`src/rtl/custom_sync_fifo.sv`:
```
// Single-clock first-word-fall-through FIFO, 2^ADDRSIZE x DATADDRSIZE, async active-low reset.
// Define FIFO_ERR_FLAGS_EN to add sticky overflow/underflow outputs.
module custom_sync_fifo #(
    parameter int DATADDRSIZE = 8,
    parameter int ADDRSIZE    = 4
) (
    input  logic                   clk_i,
    input  logic                   rst_n_i,
    input  logic [DATADDRSIZE-1:0] din,
    input  logic                   wen,
    input  logic                   ren,
    output logic [DATADDRSIZE-1:0] dout,
    output logic                   fifo_full,
`ifdef FIFO_ERR_FLAGS_EN
    output logic                   fifo_empty,
    output logic                   wr_overflow_o,
    output logic                   rd_underflow_o
`else
    output logic                   fifo_empty
`endif
);

    localparam int DEPTH = 1 << ADDRSIZE;

    logic [ADDRSIZE:0]      wr_ptr_q, wr_ptr_d;
    logic [ADDRSIZE:0]      rd_ptr_q, rd_ptr_d;
    logic [DATADDRSIZE-1:0] mem_q [DEPTH];
    logic                   wr_acc, rd_acc;

    // Extra pointer bit distinguishes full from empty when the addresses match.
    assign fifo_empty = (wr_ptr_q == rd_ptr_q);
    assign fifo_full  = (wr_ptr_q[ADDRSIZE] != rd_ptr_q[ADDRSIZE]) &&
                        (wr_ptr_q[ADDRSIZE-1:0] == rd_ptr_q[ADDRSIZE-1:0]);

    assign wr_acc = wen && !fifo_full;
    assign rd_acc = ren && !fifo_empty;

    always_comb begin
        wr_ptr_d = wr_ptr_q;
        rd_ptr_d = rd_ptr_q;
        if (wr_acc) wr_ptr_d = wr_ptr_q + 1'b1;
        if (rd_acc) rd_ptr_d = rd_ptr_q + 1'b1;
    end

    always_ff @(posedge clk_i or negedge rst_n_i) begin
        if (!rst_n_i) begin
            wr_ptr_q <= '0;
            rd_ptr_q <= '0;
        end else begin
            wr_ptr_q <= wr_ptr_d;
            rd_ptr_q <= rd_ptr_d;
        end
    end

    // Storage is cleared on reset so dout reads zero straight out of reset.
    always_ff @(posedge clk_i or negedge rst_n_i) begin
        if (!rst_n_i) begin
            for (int i = 0; i < DEPTH; i++) mem_q[i] <= '0;
        end else if (wr_acc) begin
            mem_q[wr_ptr_q[ADDRSIZE-1:0]] <= din;
        end
    end

    assign dout = mem_q[rd_ptr_q[ADDRSIZE-1:0]];

`ifdef FIFO_ERR_FLAGS_EN
    logic ovf_q, ovf_d;
    logic udf_q, udf_d;

    always_comb begin
        ovf_d = ovf_q | (wen & fifo_full);
        udf_d = udf_q | (ren & fifo_empty);
    end

    always_ff @(posedge clk_i or negedge rst_n_i) begin
        if (!rst_n_i) begin
            ovf_q <= 1'b0;
            udf_q <= 1'b0;
        end else begin
            ovf_q <= ovf_d;
            udf_q <= udf_d;
        end
    end

    assign wr_overflow_o  = ovf_q;
    assign rd_underflow_o = udf_q;
`endif

endmodule

```
`config.mk`:
```
export PLATFORM = sky130hd
export DESIGN_NAME = custom_sync_fifo
export DESIGN_NICKNAME = d
export VERILOG_FILES = /design/src/rtl/custom_sync_fifo.sv
export SDC_FILE = /design/constraint.sdc
export NUM_CORES = 1
export LEC_CHECK = 0
export CORE_MARGIN = 8
export CORE_UTILIZATION = 50
export DETAILED_ROUTE_END_ITERATION = 16
export PLACE_DENSITY = 0.67
export SYNTH_ARGS = -nofsm -noshare
export SYNTH_HDL_FRONTEND = slang
export SYNTH_SLANG_ARGS = --single-unit
export TNS_END_PERCENT = 20
```
`constraint.sdc`:
```
create_clock -name clk_i -period 2.5 [get_ports clk_i]
set_input_delay 0.375 -clock clk_i [delete_from_list [all_inputs] [get_ports clk_i]]
set_output_delay 0.375 -clock clk_i [all_outputs]
set_load 0.005 [all_outputs]
```
* After elaboration in Yosys (flattened, before gate mapping)
Index checks and enable logic that the tools add are counted.
Word-level totals: word-level logic and storage cells 40, register bits 138, input port bits 12, output and inout port bits 10
Operators by class: $lt $le $gt $ge 3, reduce and logical (&&, ||, !) cells 6, bitwise logic cells 2, $add $sub $neg 2, eq/ne operators 3, multiplexer cells 6
Operators with widths (count):
- 128-bit bitwise mux | 1
- 8-bit binary-select mux with 4-bit select | 1
- 8-bit demux with 4-bit select | 1
- 8-bit 2-to-1 mux | 3
- 5-bit by 1-bit adder with 5-bit output (second input constant) | 2
- 5-bit greater-or-equal comparator (second input constant) | 2
- 4-bit inverter with 5-bit output | 2
- 5-bit equality test | 1
- 5-bit by 1-bit less-than comparator with 1-bit output (second input constant) | 1
- 4-bit equality test | 1
- 1-bit logical AND | 4
- 1-bit logical NOT | 2
- 1-bit inequality test | 1

* Depth between registers and ports, before layout
Gate-level depths: netlist of the first run.
word-level depth 6, depth in mapped cells 7

* Least setup slack after synthesis of the first run
OpenSTA, ideal clock, no wires.
kind flip-flop to output port, from register rd_ptr_q[0], to output port dout[3], stages on the path, launching flop included 6, setup slack 552 ps, data arrival time 1573 ps, buffers on the path 2, path through dfrtp_1 -> buf_4 -> buf_2 -> mux4_2 -> a22oi_1 -> nand2_1
On the way: cells in the longest elaborated chain, start to end 4
RTL lines:
- start: declaration | RTL line 26 | logic [ADDRSIZE:0] rd_ptr_q, rd_ptr_d;
- start signal: assignment | RTL line 51 | rd_ptr_q <= rd_ptr_d;
- 4-bit inverter with 5-bit output (implied by the code) | RTL line 64 | assign dout = mem_q[rd_ptr_q[ADDRSIZE-1:0]];
- 8-bit binary-select mux with 4-bit select | RTL line 64
- 8-bit 2-to-1 mux (implied by the code) (2 in a row) | RTL line 64
- end: declaration | RTL line 12 | output logic [DATADDRSIZE-1:0] dout,
No other way between the ends. The select of a mux whose other input is x is not followed.

* Worst setup path in the final report of the first run
Same ends and word-level chain as after synthesis.

==> flow_results.org, run 1 <==
** Yosys
- Counting every instance in the synthesized netlist gives 427.
- Synth unique cells :: 33
- Yosys warnings :: 0
- After Yosys synthesis, XOR and XNOR cells account for 1.95% of the synthesized area.
- Share of synthesized area occupied by flip-flops and latches :: 52.2%
- Compound-Gate Fraction of Synth Area :: 6.54%
- Synthesis produced a netlist with a net count of 444.
- Yosys mapped a number of flops with a built-in enable equal to 0.
- A synthesized cell averages 15.5 µm².
- The synthesized netlist devotes 2.87% of its cell area to simple gates.
- For this run, the leading register cell type out of synthesis is sky130_fd_sc_hd__dfrtp_1.
- For this run, asynchronously set or reset flops after synthesis account for 100%.
- Post-Synth Adder-Cell Area :: 0.945%
- Multiplexer share of the synthesized area :: 33.0%
- In this run the cell area of the synthesized design comes to 6620 µm².
- Dominant combinational cell family by area after synthesis :: multiplexers
- After synthesis the netlist holds a flip-flop and latch count of 138.

** Detailed routing
- Dividing the detail-routed via count by the number of cells gives 5.81.
- The final layout contains routed wiring with a total length of 14,100 µm.
- Residual antenna-violating net count after detailed routing :: 0
- DRC violations left :: 0
- Dividing the detail-routed wire length by the instance count gives 21.3 µm.
- Before antenna repair, the detailed router went through 5 iterations.
- Total via count after detailed routing :: 3,854
- The first routing iteration left 202 violations.

** Global route
- Overflow left after global routing :: 0
- For met1 alone, demand over resource in global routing was 23.7%.
- Largest net degree at the start of global routing :: 61
- Global-route wire length before repair :: 23,100 µm
- In the global route stage, overall resource usage came out at 18.1%.
- met2 is the most crowded layer.
- The number of global-route vias before repair is 4,126.
- Met2 GRT Util :: 28.8%
- Met3 Usage GRT :: 3.76%
- Number of antenna violations at the first check in global routing :: 0

** Timing
- Fraction of the cycle the final worst path needs :: 106%
- Number of failing setup endpoints in the final timing report :: 5
- After routing, the total negative slack on setup checks comes to -0.261 ns.
- Final min period :: 2.64 ns
- At the pin with the least slew margin, the transition time is 0.663 ns.
- Final setup slack of the worst path :: -0.142 ns
- Max-slew violations :: 0
- Fmax :: 0.378 GHz
- Setup repair after global routing could not meet its margin everywhere.
- The final hold violation count was 0.
- Across all hold checks on the routed design, the worst slack comes to 0.485 ns.
- Clock skew on the completed layout was measured at 0.00998 ns.
- Max-Slew Margin vs Limit :: 55.7%

** Placed design
- OpenSTA, run right after detailed placement, puts the worst setup slack at 0.119 ns.
- Routability Congestion :: 0.795
- Port buffering added 21 buffers.
- Including well taps, the total number of placed cells is 616.
- After detailed placement, the total cell area comes to 7130 µm².
- After legalization and detailed placement, the total HPWL measured 9250 µm.

** Clock tree
- CTS Root Buffer Type :: sky130_fd_sc_hd__clkbuf_16
- Clock-pin slew was measured on the worst setup and hold paths at 0.06 ns.
- The clock passes through at most 2 buffers.
- Clock latency on the worst-skew pair, taken at its later pin, is 0.42 ns.
- Counting every sink on the clock net gives 138.
- The H-tree generated during clock tree synthesis spans 4 levels.
- TritonCTS Buffers :: 17
- Clock tree from TritonCTS :: built

** Final layout
- From synthesis to final layout, the design area changed by 19.4%.
- The finished layout holds 663 standard cells, fillers aside.
- Total non-filler cell area in the finished layout :: 7900 µm²
- Nets :: 491
- Final core utilization :: 60.4%
- Most used cells in the layout excluding fill and tap cells :: sky130_fd_sc_hd__dfrtp_1 (137), sky130_fd_sc_hd__mux2_2 (126), sky130_fd_sc_hd__mux4_2 (32)
- Commonest non-fill, non-tap cell in the layout :: sky130_fd_sc_hd__dfrtp_1
- 0 antenna diodes ended up in the layout.
- Fraction of final layout cells with drive strength greater than 1 :: 55.0%

** Die
- After floorplanning, the core was sized to cover 13,100 µm².
- Initial core utilization :: 50.6%
- I/O Pins :: 22
- The floorplan has 42 rows.
- The floorplan step defined a die boundary enclosing 17,200 µm².
- Measured along the y axis, the die boundary spans 131 µm.
- Die span in x :: 131 µm

** Worst setup path
- Maximum fanout encountered on the critical timing path :: 5
- WP data required :: 2.12 ns
- WP buf/inv :: 5
- Setup slack on the worst reg-to-reg path comes out at 0.04 ns.
- Critical path's largest stage delay :: 0.44 ns
- Crit start category :: flip-flop
- Counting stages on the worst path, the most repeated cell is sky130_fd_sc_hd__buf_12.
- The worst register-to-register path ends at mem_q[108]$_DFFE_PN0P_.
- The critical path is of the reg -> out type.
- Largest delay share family, worst path :: buffers and inverters
- Slowest stage cell on the critical path :: sky130_fd_sc_hd__mux4_2
- Logic depth of the worst path, buffers included :: 8
- Cell Chain, Critical Path :: buf_4 -> buf_6 -> buf_12 -> buf_12 -> mux4_2 -> a22oi_2 -> nand2_1 -> dlygate4sd2_1
- STA classifies the critical path endpoint as an output port.
- Number of cells traversed by the worst register-to-register path :: 9
- For the worst setup path, the data arrival time is 2.27 ns.
- The startpoint identified for the worst register-to-register timing path is rd_ptr_q[0]$_DFFE_PN0P_.

** Worst hold path
- The min-delay analysis places its worst path in the category in -> async.

** Pwr
- Portion of total power attributed to the clock network :: 21.6%
- Part of the power in registers :: 35.0%
- In this run the power spent charging and discharging nets is 3.72 mW.
- Dividing total power by cell area gives a power density of 1430 nW/µm².
- For this design the static power due to leakage is 3.34 nW.
- Overall power consumption after layout is estimated at 11.3 mW.
- Cell Int Power :: 7.59 mW
- Net switching is 32.9% of the power.
- Combinational cells account for 43.4% of the total power.
- Worst VDD drop :: 649 µV

** Run status
- The checks that failed: negative setup slack.
- The run finished, with violations left.

** Flow run
- Across the run, the number of max-cap violations was 0.
[worst reg2reg max path, delay by kind of cell (launching register included)]
kind	cells	cell delay (ns)
AND/OR/NAND/NOR	1	0.20
AO/OA/AOI/OAI	1	0.38
multiplexers	1	0.40
flip-flops	1	0.40
buffers and inverters	5	0.84
XOR/XNOR	1	0.13
[routing by layer]
layer | vias up | part of all wire, %
li1 | 1701 | -
met2 | 85 | 49
met5 | - | 0
met3 | 25 | 4.1
met4 | 0 | 2.4
met1 | 2043 | 45
[synthesized netlist by cell type (5+ instances only)]
cell	number	area, µm²
sky130_fd_sc_hd__xnor2_1	7	61.3
sky130_fd_sc_hd__a22oi_1	16	120
sky130_fd_sc_hd__nand4_1	6	37.5
sky130_fd_sc_hd__dfrtp_1	138	3450
sky130_fd_sc_hd__buf_4	6	45.0
sky130_fd_sc_hd__a21oi_4	7	114
sky130_fd_sc_hd__clkbuf_1	12	45.0
sky130_fd_sc_hd__ha_1	5	62.6
sky130_fd_sc_hd__buf_2	6	30.0
sky130_fd_sc_hd__a21oi_2	5	43.8
sky130_fd_sc_hd__nand2_1	11	41.3
sky130_fd_sc_hd__nand3_1	8	40.0
sky130_fd_sc_hd__mux4_2	32	721
sky130_fd_sc_hd__nor2_1	5	18.8
sky130_fd_sc_hd__mux2_2	126	1420
[timing repair]
item / 4_1_cts / 5_1_grt
hold buffers: 1 / 0
endpoints found under the setup margin: 10 / 43
buffers inserted: 5 / 8
hold endpoints to repair: 49 / 0
gates resized for setup: 18 / 28
pin swaps: 8 / 12
cloned: 1 / 0
[power by group through the flow]
stage | registers, mW | logic (mW) | clock network [mW]
floorplan | 3.71 | 3.41 | 0
global placement | 3.94 | 4.47 | 0
detailed placement | 3.99 | 4.57 | 0
CTS | 3.95 | 4.75 | 2.47
global route | 4.11 | 5.27 | 2.56
finish | 3.96 | 4.91 | 2.44
[logic make-up after synthesis]
family / Yosys count
compound gates: 40
xor+xnor: 13
fa+ha+maj: 5
buf+inv: 31
flops: 138
mux: 162
simple gates: 38
[worst max-delay path by stage]
| stage | slack [ns] | startpoint | to |
|---|---|---|---|
| 2_1_floorplan | 0.55 | rd_ptr_q[0]$_DFFE_PN0P_ | dout[3] |
| 3_3_place_gp | 0.13 | rd_ptr_q[0]$_DFFE_PN0P_ | dout[7] |
| 3_5_place_dp | 0.12 | rd_ptr_q[0]$_DFFE_PN0P_ | dout[4] |
| 4_1_cts | -0.23 | rd_ptr_q[0]$_DFFE_PN0P_ | fifo_full |
| 5_1_grt | -0.21 | rd_ptr_q[0]$_DFFE_PN0P_ | dout[3] |
| 6_report | -0.14 | rd_ptr_q[0]$_DFFE_PN0P_ | dout[3] |
[registers in the layout, indices dropped and copies added (netlist names)]
signal and cells:
wr_ptr_q 5, mem_q 128, rd_ptr_q 5
[area by class of cell]
class / count / area, µm²
tap: 176 / 220
clock inverter: 8 / 92.6
sequential: 138 / 3450
inverter: 2 / 7.51
clock buffer: 24 / 482
fill: 995 / 5180
multi-input combinational: 258 / 3090
timing repair buffer: 57 / 561
Power figures use the tool's default switching activity.
==> run 2: changes to the inputs <==
Settings changed: CORE_MARGIN 8 to 2.
==> run 2 against run 1 <==
  * Via count about the same
  * Global-route usage up 4.1 points
  * Clock power up 13%
  * Sequential power grew 1%
  * Hold slack worse by 0.0036 ns
  * Sequential share of layout area fell by 0.38 points
  * Worst setup slack improved by 0.15 ns
  * Sequential cell count stayed put
  * The run now ends clean
  * Combinational power about the same
  * Clock-buffer cell count down 4
==> flow_results.org, run 2 (synthesized netlist as in run 1, its figures left out) <==
** Run status
- Outcome :: finished, final reports clean (was complete, but fails checks)

** Pwr
- The part of the total power dissipated in the clock network is 23.5% (was 21.6%).
- The overall power of the completed layout was 11.7 mW (was 11.3 mW).
- LEAKAGE :: 3.34 nW (about the same)
- Share of power burned in combinational logic :: 42.2% (was 43.4%)
- The worst vdd rail ir drop was 795 µV (was 649 µV).
- The sequential power share is 34.2% (was 35.0%).
- Proportion of total power due to net switching :: 32.6% (was 32.9%)
- NetSw :: 3.81 mW (was 3.72 mW)
- The cell-internal power came to 7.86 mW (was 7.59 mW).
- PD cells :: 1460 nW/µm² (was 1430 nW/µm²)

** Clock tree
- TritonCTS Buffers :: 17 (unchanged)
- Number of H-tree levels :: 4 (unchanged)
- The number of buffers between clock root and the deepest sink came to 2 (unchanged).
- The clock slew at the register clock pins of the worst setup and hold paths was 0.06 ns (about the same).
- The TritonCTS clock tree was built (unchanged).
- The clock insertion delay at the later pin of the skew report was 0.43 ns (was 0.42 ns).
- CTS Root Buffer Type :: sky130_fd_sc_hd__clkbuf_16 (unchanged)
- The number of sinks handled by clock tree synthesis was 138 (unchanged).

** Worst hold path
- The kind of path behind the tightest hold check is reg -> reg (was in -> async).
- The worst hold path begins at mem_q[79]$_DFFE_PN0P_.
- Hold EP :: mem_q[79]$_DFFE_PN0P_
- Hold-critical path depth :: 1

** Worst setup path
- The delay of the slowest critical-path stage came to 0.53 ns (was 0.44 ns).
- The buffering stage count on the worst path with inverters included was 3 (was 5).
- WP data required :: 2.12 ns (about the same)
- RR Startpoint :: rd_ptr_q[0]$_DFFE_PN0P_ (unchanged)
- Largest delay share family, worst path :: multiplexers (was buffers and inverters)
- CP dominant cell by count :: sky130_fd_sc_hd__buf_12 (unchanged)
- Critical path capture point type :: output port (unchanged)
- Maximum fanout encountered on the critical timing path :: 5 (unchanged)
- Data arrival at the endpoint of the critical path :: 2.11 ns (was 2.27 ns)
- Cell Chain, Critical Path :: buf_12 -> buf_12 -> mux4_2 -> a22oi_2 -> nand2_1 -> clkdlybuf4s15_1 (was buf_4 -> buf_6 -> buf_12 -> buf_12 -> mux4_2 -> a22oi_2 -> nand2_1 -> dlygate4sd2_1)
- Critical R2R Capture :: mem_q[121]$_DFFE_PN0P_ (was mem_q[108]$_DFFE_PN0P_)
- Slowest stage cell on the critical path :: sky130_fd_sc_hd__mux4_2 (unchanged)
- The setup slack on the worst flop-to-flop path came to 0.20 ns (was 0.04 ns).
- Crit start category :: flip-flop (unchanged)
- The kind of critical path was reg -> out (unchanged).
- The number of cells traversed by the worst register-to-register path is 8 (was 9).

** Placed design
- The placed instance area is 7120 µm² (was 7130 µm²).
- The count of buffers inserted at the top-level ports came to 21 (unchanged).
- The routability-driven placement congestion ratio was 0.862 (was 0.795).
- The half-perimeter wire length of the detailed placement result was 9420 µm (was 9250 µm).

** Detailed routing
- The number of iterations in the first detailed-routing pass was 4 (was 5).
- The DRC violation total after the first TritonRoute iteration was 241 (was 202).
- The average vias per placed instance is 5.85 (was 5.81).
- Total via count after detailed routing :: 3,852 (was 3,854)
- The count of antenna-violating nets left after detailed routing was 0 (unchanged).
- DRC violations left :: 0 (unchanged)
- Routed wirelength normalized by instance count :: 22.0 µm (was 21.3 µm)
- The sum of routed wire length over all layers is 14,500 µm (was 14,100 µm).

** Final layout
- Fraction of final layout cells with drive strength greater than 1 :: 54.7% (was 55.0%)
- Biggest regs: mem_q x128, rd_ptr_q x5, wr_ptr_q x5 (unchanged).
- Max FFs per register :: 128 (unchanged)
- The storage element area was 3450 µm² (unchanged).
- The register with the most flip-flops was mem_q (unchanged).
- The area growth from synthesis to final layout is 20.4% (was 19.4%).
- The area of all placed cells without fillers came to 7970 µm² (was 7900 µm²).
- The most common library cell in the layout ignoring fill and taps was sky130_fd_sc_hd__dfrtp_1 (unchanged).
- Area of the multi-input gates :: 3090 µm² (unchanged)
- The filler cell count in the final layout came to 971 (was 995).
- Most used cells in the layout excluding fill and tap cells: sky130_fd_sc_hd__dfrtp_1 (137), sky130_fd_sc_hd__mux2_2 (126), sky130_fd_sc_hd__mux4_2 (32) (unchanged).
- The number of inserted diodes came to 0 (unchanged).
- Final core utilization :: 60.9% (was 60.4%)
- Nets :: 487 (was 491)

** Die
- The number of I/O pins came to 22 (unchanged).
- Die span in x :: 119 µm (was 131 µm)
- Die Footprint :: 14,200 µm² (was 17,200 µm²)
- Core area :: 13,100 µm² (unchanged)
- The height of the die was 119 µm (was 131 µm).
- The initial core utilization is 50.6% (unchanged).
- The number of placement rows is 42 (unchanged).

** Global route
- Global-route wire length before repair :: 23,600 µm (was 23,100 µm)
- Met3 Usage GRT :: 5.08% (was 3.76%)
- Met2 GRT Util :: 35.0% (was 28.8%)
- The global-route total usage across every layer came to 22.3% (was 18.1%).
- Overflow left after global routing :: 0 (unchanged)
- The pin count of the biggest net entering global routing came to 71 (was 61).
- The initial antenna violation count is 0 (unchanged).
- Met1 routing resource usage after global routing :: 30.9% (was 23.7%)
- The number of global-route vias before repair is 4,137 (was 4,126).
- The global-route layer with the greatest usage is met2 (unchanged).

** Timing
- Clock skew :: 0.00680 ns (was 0.00998 ns)
- Max-Slew Margin vs Limit :: 54.3% (was 55.7%)
- Unrepaired setup endpoints after global routing: true (unchanged).
- The number of failing setup endpoints in the final timing report is 0 (was 5).
- Max-slew violations :: 0 (unchanged)
- The final worst-path cycle share was 99.5% (was 106%).
- Fmax :: 0.402 GHz (was 0.378 GHz)
- Final min period :: 2.49 ns (was 2.64 ns)
- Total count of hold-check failures in the final report :: 0 (unchanged)
- The transition time of the tightest slew-check pin came to 0.684 ns (was 0.663 ns).

** Flow run
- The number of maximum-capacitance violations was 0 (unchanged).
## run 2: layout make-up
cell class | instances | area share [%]
repair buffers | 53 | 7.03
well taps | 176 | 2.76
multi-input cells | 258 | 38.7
inverters | 2 | 0.0942
clock inverters | 12 | 2.46
flip-flops and latches | 138 | 43.3
clock buffers | 20 | 5.60
## run 2: how the worst max path moves through the flow
stage / from / endpoint / depth (start not counted) / slack [ns]
CTS: rd_ptr_q[0]$_DFFE_PN0P_ / dout[5] / 7 / -0.08
floorplan: rd_ptr_q[0]$_DFFE_PN0P_ / dout[3] / 5 / 0.55
global placement: rd_ptr_q[0]$_DFFE_PN0P_ / dout[0] / 5 / 0.14
detailed placement: rd_ptr_q[0]$_DFFE_PN0P_ / dout[2] / 5 / 0.11
finish: rd_ptr_q[0]$_DFFE_PN0P_ / dout[2] / 6 / 0.01
global route: rd_ptr_q[0]$_DFFE_PN0P_ / dout[2] / 6 / -0.06
## run 2: timing repair
action / in CTS / in global routing
hold buffers: 1 / 0
gates cloned: 2 / 1
endpoints found under the setup margin: 10 / 8
gates resized for setup: 35 / 11
pin swaps: 10 / 12
hold endpoints to repair: 66 / 0
setup buffers: 6 / 1
## run 2: power groups by stage
stage | Sequential (mW) | Combinational, mW | Clock (mW)
3_3_place_gp | 3.97 | 4.48 | 0
2_1_floorplan | 3.71 | 3.41 | 0
3_5_place_dp | 4.03 | 4.56 | 0
6_report | 4.00 | 4.93 | 2.75
4_1_cts | 3.99 | 4.95 | 2.79
5_1_grt | 4.14 | 5.26 | 2.88
## run 2: per-layer routing
metal  wire length, µm  up-vias
met4               235        0
met2              7160       83
met5                 0        -
met1              6440     2066
met3               628       21
li1                  -     1682
## run 2: worst reg2reg max path, delay by kind of cell, from the launching register on
kind,cells,cell delay [ns]
AND/OR/NAND/NOR,1,0.17
flip-flops,1,0.43
AO/OA/AOI/OAI,1,0.42
XOR/XNOR,1,0.16
multiplexers,1,0.39
buffers and inverters,4,0.62
## run 2: through the flow
stage                     hold slack, ns  setup slack, ns  instances  setup TNS [ns]
final                              0.482           0.0118        659               0
after global routing               0.510          -0.0571        659          -0.121
after floorplan                   0.0794            0.552        427               0
after detailed placement           0.424            0.113        617               0
after CTS                          0.488          -0.0821        658          -0.292
after global placement             0.416            0.138        617               0
==> run 3: changes to the inputs <==
Settings changed: HOLD_SLACK_MARGIN set to 0.05.
==> results of run 3 <==
Final layout, timing and power as in run 2 (identical DEF).
